--- src/rtl/jt12_fir_pkg.sv ---
// Shared constants, state encoding and control payload for the jt12 decimation FIR sequencer.
package jt12_fir_pkg;

    localparam int unsigned STAGES      = 73;
    localparam int unsigned HALF_TAPS   = 37;
    localparam int unsigned CENTRE      = STAGES / 2;
    localparam int unsigned PAIR_OFFSET = STAGES - 1;
    localparam int unsigned COEF_WIDTH  = 6;

    typedef enum logic [2:0] {
        ST_IDLE,
        ST_WRITE,
        ST_RUN,
        ST_FLUSH,
        ST_DONE
    } state_t;

    // MAC-side controls issued together with each tap
    typedef struct packed {
        logic [COEF_WIDTH-1:0] coef_addr;
        logic                  ch;
        logic                  pair_en;
        logic                  mac_en;
        logic                  mac_clr;
    } mac_ctrl_t;

endpackage

--- src/rtl/jt12_fir_seq_if.sv ---
// Sequencer-to-datapath bus: buffer write/read addressing, MAC controls and status.
interface jt12_fir_seq_if #(
    parameter int unsigned ADDR_WIDTH = 7
);
    logic                                   sample;
    logic                                   ram_we;
    logic [ADDR_WIDTH-1:0]                  wr_addr;
    logic [ADDR_WIDTH-1:0]                  rd_addr_a;
    logic [ADDR_WIDTH-1:0]                  rd_addr_b;
    logic [jt12_fir_pkg::COEF_WIDTH-1:0]    coef_addr;
    logic                                   ch;
    logic                                   pair_en;
    logic                                   mac_en;
    logic                                   mac_clr;
    logic                                   sample_out;
    logic                                   busy;
    logic                                   overrun;

    modport master (
        input  sample,
        output ram_we, wr_addr, rd_addr_a, rd_addr_b, coef_addr, ch,
               pair_en, mac_en, mac_clr, sample_out, busy, overrun
    );

    modport slave (
        output sample,
        input  ram_we, wr_addr, rd_addr_a, rd_addr_b, coef_addr, ch,
               pair_en, mac_en, mac_clr, sample_out, busy, overrun
    );
endinterface

--- src/rtl/jt12_fir_addr.sv ---
// Modular tap-pair read addresses: newest sample minus k, and oldest sample plus k.
module jt12_fir_addr #(
    parameter int unsigned ADDR_WIDTH = 7
) (
    input  logic [ADDR_WIDTH-1:0] wr_ptr,
    input  logic [5:0]            k,
    output logic [ADDR_WIDTH-1:0] rd_addr_a_c,
    output logic [ADDR_WIDTH-1:0] rd_addr_b_c
);
    import jt12_fir_pkg::*;

    logic [ADDR_WIDTH-1:0] base;

    // wr_ptr already points past the newest sample; wrap is the natural modulo of the width
    assign base        = wr_ptr - ADDR_WIDTH'(1);
    assign rd_addr_a_c = base - ADDR_WIDTH'(k);
    assign rd_addr_b_c = base - ADDR_WIDTH'(PAIR_OFFSET) + ADDR_WIDTH'(k);

endmodule

--- src/rtl/jt12_fir_seq.sv ---
// Control sequencer for the shared symmetric 73-tap FIR datapath: write, two tap walks, flush, done.
module jt12_fir_seq #(
    parameter int unsigned ADDR_WIDTH = 7,
    parameter int unsigned HALF_TAPS  = 37,
    parameter int unsigned MAC_LAT    = 2
) (
    input  logic           clk,
    input  logic           rst_n,
    jt12_fir_seq_if.master bus
);
    import jt12_fir_pkg::*;

    localparam int unsigned FW     = (MAC_LAT > 1) ? $clog2(MAC_LAT) : 1;
    localparam logic [5:0]  K_LAST = 6'(HALF_TAPS - 1);

    state_t                state;
    logic [ADDR_WIDTH-1:0] wr_ptr;
    logic [5:0]            k;
    logic                  ch_r;
    logic [FW-1:0]         flush_cnt;

    logic [5:0]            k_nxt;
    logic                  ch_nxt;
    logic [ADDR_WIDTH-1:0] rd_a_c;
    logic [ADDR_WIDTH-1:0] rd_b_c;

    logic                  ram_we;
    logic [ADDR_WIDTH-1:0] wr_addr;
    logic [ADDR_WIDTH-1:0] rd_a;
    logic [ADDR_WIDTH-1:0] rd_b;
    mac_ctrl_t             ctrl;
    logic                  sample_out;
    logic                  busy;
    logic                  overrun;

    // Tap to be presented after the coming edge; restarts at 0 on write and on channel switch
    always_comb begin
        k_nxt  = 6'd0;
        ch_nxt = ch_r;
        if (state == ST_RUN) begin
            if (k == K_LAST) begin
                ch_nxt = 1'b1;
            end else begin
                k_nxt = k + 6'd1;
            end
        end
    end

    jt12_fir_addr #(.ADDR_WIDTH(ADDR_WIDTH)) u_addr (
        .wr_ptr      (wr_ptr),
        .k           (k_nxt),
        .rd_addr_a_c (rd_a_c),
        .rd_addr_b_c (rd_b_c)
    );

    always_ff @(posedge clk or negedge rst_n) begin
        if (!rst_n) begin
            state      <= ST_IDLE;
            wr_ptr     <= '0;
            k          <= '0;
            ch_r       <= 1'b0;
            flush_cnt  <= '0;
            ram_we     <= 1'b0;
            wr_addr    <= '0;
            rd_a       <= '0;
            rd_b       <= '0;
            ctrl       <= '0;
            sample_out <= 1'b0;
            busy       <= 1'b0;
            overrun    <= 1'b0;
        end else begin
            ram_we     <= 1'b0;
            wr_addr    <= '0;
            rd_a       <= '0;
            rd_b       <= '0;
            ctrl       <= '0;
            sample_out <= 1'b0;
            overrun    <= bus.sample && (state != ST_IDLE);

            case (state)
                ST_IDLE: begin
                    if (bus.sample) begin
                        state   <= ST_WRITE;
                        ram_we  <= 1'b1;
                        wr_addr <= wr_ptr;
                        wr_ptr  <= wr_ptr + ADDR_WIDTH'(1);
                        k       <= '0;
                        ch_r    <= 1'b0;
                        busy    <= 1'b1;
                    end
                end
                ST_WRITE, ST_RUN: begin
                    if (state == ST_RUN && k == K_LAST && ch_r) begin
                        state     <= ST_FLUSH;
                        flush_cnt <= '0;
                    end else begin
                        state <= ST_RUN;
                        k     <= k_nxt;
                        ch_r  <= ch_nxt;
                        rd_a  <= rd_a_c;
                        rd_b  <= rd_b_c;
                        ctrl  <= '{coef_addr: k_nxt,
                                   ch:        ch_nxt,
                                   pair_en:   (k_nxt != K_LAST),
                                   mac_en:    1'b1,
                                   mac_clr:   (k_nxt == 6'd0)};
                    end
                end
                ST_FLUSH: begin
                    if (flush_cnt == FW'(MAC_LAT - 1)) begin
                        state      <= ST_DONE;
                        sample_out <= 1'b1;
                    end else begin
                        flush_cnt <= flush_cnt + FW'(1);
                    end
                end
                ST_DONE: begin
                    state <= ST_IDLE;
                    busy  <= 1'b0;
                end
                default: begin
                    state <= ST_IDLE;
                    busy  <= 1'b0;
                end
            endcase
        end
    end

    assign bus.ram_we     = ram_we;
    assign bus.wr_addr    = wr_addr;
    assign bus.rd_addr_a  = rd_a;
    assign bus.rd_addr_b  = rd_b;
    assign bus.coef_addr  = ctrl.coef_addr;
    assign bus.ch         = ctrl.ch;
    assign bus.pair_en    = ctrl.pair_en;
    assign bus.mac_en     = ctrl.mac_en;
    assign bus.mac_clr    = ctrl.mac_clr;
    assign bus.sample_out = sample_out;
    assign bus.busy       = busy;
    assign bus.overrun    = overrun;

endmodule

--- src/flat_wrapper.sv ---
// flat-port wrapper written by rule: the top's interface ports become plain ports
module jt12_fir_seq_flat import jt12_fir_pkg::*;
#(
    parameter int unsigned ADDR_WIDTH = 7,
    parameter int unsigned HALF_TAPS  = 37,
    parameter int unsigned MAC_LAT    = 2
)
  (clk, rst_n, bus_sample, bus_ram_we, bus_wr_addr, bus_rd_addr_a, bus_rd_addr_b, bus_coef_addr, bus_ch, bus_pair_en, bus_mac_en, bus_mac_clr, bus_sample_out, bus_busy, bus_overrun);
  jt12_fir_seq_if #(.ADDR_WIDTH(ADDR_WIDTH)) bus_i ();
  input  logic clk;
  input  logic rst_n;
  input wire logic [$bits(bus_i.sample)-1:0] bus_sample;
  output wire logic [$bits(bus_i.ram_we)-1:0] bus_ram_we;
  output wire logic [$bits(bus_i.wr_addr)-1:0] bus_wr_addr;
  output wire logic [$bits(bus_i.rd_addr_a)-1:0] bus_rd_addr_a;
  output wire logic [$bits(bus_i.rd_addr_b)-1:0] bus_rd_addr_b;
  output wire logic [$bits(bus_i.coef_addr)-1:0] bus_coef_addr;
  output wire logic [$bits(bus_i.ch)-1:0] bus_ch;
  output wire logic [$bits(bus_i.pair_en)-1:0] bus_pair_en;
  output wire logic [$bits(bus_i.mac_en)-1:0] bus_mac_en;
  output wire logic [$bits(bus_i.mac_clr)-1:0] bus_mac_clr;
  output wire logic [$bits(bus_i.sample_out)-1:0] bus_sample_out;
  output wire logic [$bits(bus_i.busy)-1:0] bus_busy;
  output wire logic [$bits(bus_i.overrun)-1:0] bus_overrun;
  assign bus_i.sample = bus_sample;
  assign bus_ram_we = bus_i.ram_we;
  assign bus_wr_addr = bus_i.wr_addr;
  assign bus_rd_addr_a = bus_i.rd_addr_a;
  assign bus_rd_addr_b = bus_i.rd_addr_b;
  assign bus_coef_addr = bus_i.coef_addr;
  assign bus_ch = bus_i.ch;
  assign bus_pair_en = bus_i.pair_en;
  assign bus_mac_en = bus_i.mac_en;
  assign bus_mac_clr = bus_i.mac_clr;
  assign bus_sample_out = bus_i.sample_out;
  assign bus_busy = bus_i.busy;
  assign bus_overrun = bus_i.overrun;
  jt12_fir_seq #(.ADDR_WIDTH(ADDR_WIDTH), .HALF_TAPS(HALF_TAPS), .MAC_LAT(MAC_LAT)) u_core (.clk(clk), .rst_n(rst_n), .bus(bus_i));
endmodule
--- config.mk ---
export PLATFORM = sky130hd
export DESIGN_NAME = jt12_fir_seq_flat
export DESIGN_NICKNAME = d
export VERILOG_FILES = /design/src/rtl/jt12_fir_pkg.sv /design/src/rtl/jt12_fir_seq_if.sv /design/src/rtl/jt12_fir_addr.sv /design/src/rtl/jt12_fir_seq.sv /design/src/flat_wrapper.sv
export SDC_FILE = /design/constraint.sdc
export NUM_CORES = 1
export LEC_CHECK = 0
export ABC_AREA = 1
export CORE_MARGIN = 2
export CORE_UTILIZATION = 25
export CTS_CLUSTER_DIAMETER = 80
export CTS_CLUSTER_SIZE = 16
export DETAILED_ROUTE_END_ITERATION = 8
export PLACE_DENSITY = 0.49
export SLEW_MARGIN = 15
export SYNTH_ARGS = -nofsm -noshare
export SYNTH_HDL_FRONTEND = slang
export SYNTH_SLANG_ARGS = --single-unit
export TNS_END_PERCENT = 5
--- constraint.sdc ---
create_clock -name clk -period 3.3 [get_ports clk]
set_clock_uncertainty 0.2 [all_clocks]
set_input_delay 0.825 -clock clk [delete_from_list [all_inputs] [get_ports clk]]
set_output_delay 0.825 -clock clk [all_outputs]
set_load 0.02 [all_outputs]
==> impl_metrics.ini <==
[sta]
relSlewSlack_pct = 66.6
hold_viol = 0
fin_crit_sh_pct = 91.4
rsz0062_at_grt = false
tightest_slew_ps = 499
setup_slack_ps = 284
tns_ps = 0
slew_viol_final = 0
finalSetupViolCount = 0
fmax_ghz = 0.332
min_period_ps = 3020

[worst_setup_path]
worstSetupEndpointType = register
setup.worst_path.end = u_core.bus.rd_addr_b[4]$_DFF_PN0_
start_kind = register
crit_required_ps = 3300
arrival_ps = 3010
criticalPathCategory = reg2reg
r2r-start = u_core.k[0]$_DFFE_PN0P_
r2r_end = u_core.bus.rd_addr_b[4]$_DFF_PN0_
cp-startpoint = u_core.k[0]$_DFFE_PN0P_
rrSetupSlack_ps = 280
r2r_cells = 14
path_max_fanout = 7

[global_route]
antenna_found_initial = 0
grt_pass1_vias = 2038
grt_max_degree = 53
grt.overflow.total = 0
grt_usage_pct = 10.5
grt_pass1_wl_um = 9650

[synthesis]
synthFlopType = dfrtp_1
synth.top_cell.area_share_pct = 47.9
synthAdderAreaFrac_pct = 10.2
synth_top_cell_by_area = dfrtp_1
async_reset_ff_share_pct = 100
synth_area_leaders = dfrtp_1 (48%), ha_1 (8.7%), inv_1 (5.8%)
synth_area_per_cell_um2 = 9.50
synth_edf_count = 0
synth_cell_types = 34
synthSimpleGateAreaFrac_pct = 21.6
syn_inst = 286
synth_compound_gate_area_share_pct = 7.37
synth_top_family_by_area = simple AND/OR/NAND/NOR gates
yosys.area_share.xor_xnor_pct = 4.79
syn-cell-area_mm2 = 0.00272
synth_warnings = 0
seq_area_frac_synth_pct = 47.9
synth.area.mux_share_pct = 0
synth-seq-cells = 52
synth_nets = 310

[pwr]
switching_share_pct = 46.2
powerDensity_mw_per_mm2 = 979
leakage_nw = 1.65
irDropWorstVdd_mv = 0.433
p_switching_w = 0.00151
internal-power_w = 0.00176
finalPower_w = 0.00327
clkPwrFrac_pct = 11.8
power_frac_comb_pct = 58.2
seq_power_share_pct = 30.0

[clock_tree]
clkTransAtPathRegs_ps = 90
clock_sinks = 52
clock-root-buffer = clkbuf_8
cts_resized = 0
clk_path_buf_depth = 2
post-cts-setup-buffer-count = 0
hold_buffers = 0
tritoncts = yes
cts_buffers = 5
clk_latency_ps = 310
cts_htree_levels = 2

[floorplan]
core_mm2 = 0.0107
start_util_pct = 25.3
die_h_um = 108
dieArea_mm2 = 0.0117
ios = 38
die_x_um = 108
rows = 38

[hold_path]
min_path_type = in2async

[routing]
wl_per_cell_um = 11.6
drc = 0
ant_nets = 0
via_count = 1920
dr.first_iter.drc_count = 27
wirelength_um = 5450
first_pass_iters = 4
vias_per_cell = 4.10

[final_layout]
drive_gt1_share_pct = 14.6
fin_cells = 468
nets = 351
area_growth_pct = 23.0
num_antenna_cells = 0
post-route-util_pct = 31.1
final_common_cell = dfrtp_1
final_cell_mix = dfrtp_1 (52), inv_1 (42), clkdlybuf4s50_1 (36), nand2_1 (34), nor2_1 (29)

[placed_design]
dpl.cell_count = 460
io_buffers = 37
place_ws_ps = 281
gp_congestion = 0.822
dp_hpwl_um = 4150

[job]
maxCapViolCount = 0

[status]
outcome = complete, no violations
==> kinds of logic (layout without fill, tap and decap cells) <==
logic type | after synthesis | count (layout)
AOI/OAI and AO/OA | 35 | 35
xor gates and xnor gates | 14 | 14
adders and majority gates | 21 | 21
buffers and inverters | 54 | 96
DFF | 52 | 52
and+or+nand+nor | 110 | 110
==> per-layer routing <==
metal  up-vias  track usage, %  share of wire (%)  routed length, um
li1        981               -                  -                  -
met1       900            13.9                 49               2650
met2        35            17.0                 46               2500
met3         4            2.41                4.4                240
met4         0            2.93               0.97                 53
met5         -               0                  0                  0
==> critical path, cell delays in order, from the launching register on <==
cell and delay [ps]:
dfrtp_1 430, inv_1 80, ha_1 200, nand3_1 120, nor2_4 60, nor2_4 130, inv_1 100, nor2_2 140
inv_1 100, ha_1 390, ha_1 360, a21o_1 200, a31oi_1 180, xor2_1 160, nor2_1 50
==> worst min path at each step <==
stage	endpoint
CTS	u_core.bus.coef_addr[1]$_DFF_PN0_
floorplan	u_core.bus.sample_out$_DFF_PN0_
finish	u_core.bus.mac_clr$_DFF_PN0_
detailed placement	u_core.bus.busy$_DFFE_PN0P_
global route	u_core.k[1]$_DFFE_PN0P_
global placement	u_core.bus.busy$_DFFE_PN0P_
==> state kept, by name, summed over array words and instances (netlist names) <==
name                   flops
u_core.bus.mac_en          1
u_core.bus.wr_addr         7
u_core.bus.ch              1
u_core.bus.coef_addr       6
u_core.bus.rd_addr_b       6
u_core.bus.ram_we          1
u_core.bus.sample_out      1
u_core.wr_ptr              7
u_core.k                   6
u_core.bus.rd_addr_a       7
u_core.state               3
u_core.flush_cnt           1
u_core.bus.busy            1
u_core.bus.mac_clr         1
u_core.bus.overrun         1
u_core.bus.pair_en         1
u_core.ch_r                1
==> synthesized netlist by cell type, types with 2 or more instances <==
cell type and number:
dfrtp_1 52, inv_1 42, nand2_1 34, nor2_1 29, ha_1 19, nand3_1 13
o21ai_0 13, xor2_1 12, a21oi_1 11, nand2_2 9, inv_2 7, nand3_2 4
nor2_2 4, nor2_4 4, a31oi_1 3, nand4_1 3, nor3_1 3, a21o_1 2
buf_6 2, fa_1 2, nand3_4 2, nor3_2 2, o21ai_1 2, o21bai_1 2
==> cell type report <==
type / instances / area (um2)
clock buffer: 6 / 82.6
clock inverter: 2 / 15.0
fill: 1178 / 7400
inverter: 50 / 188
multi-input combinational: 180 / 1190
sequential: 52 / 1300
tap: 140 / 175
timing repair buffer: 38 / 385
==> per-stage QoR <==
stage                     cell area [um2]  hold slack, ps
after floorplan                      2720             280
after global placement               3240             283
after detailed placement             3240             272
after CTS                            3340             305
after global routing                 3340             311
final                                3340             283
==> power groups by stage <==
| stage | clock network [W] | registers [W] | logic, W |
|---|---|---|---|
| finish | 0.000386 | 0.000983 | 0.00190 |
| global route | 0.000427 | 0.00101 | 0.00220 |
| CTS | 0.000402 | 0.000988 | 0.00193 |
| detailed placement | 0 | 0.000998 | 0.00192 |
| global placement | 0 | 0.00100 | 0.00190 |
| floorplan | 0 | 0.00113 | 0.00121 |
Power figures use the tool's default switching activity.
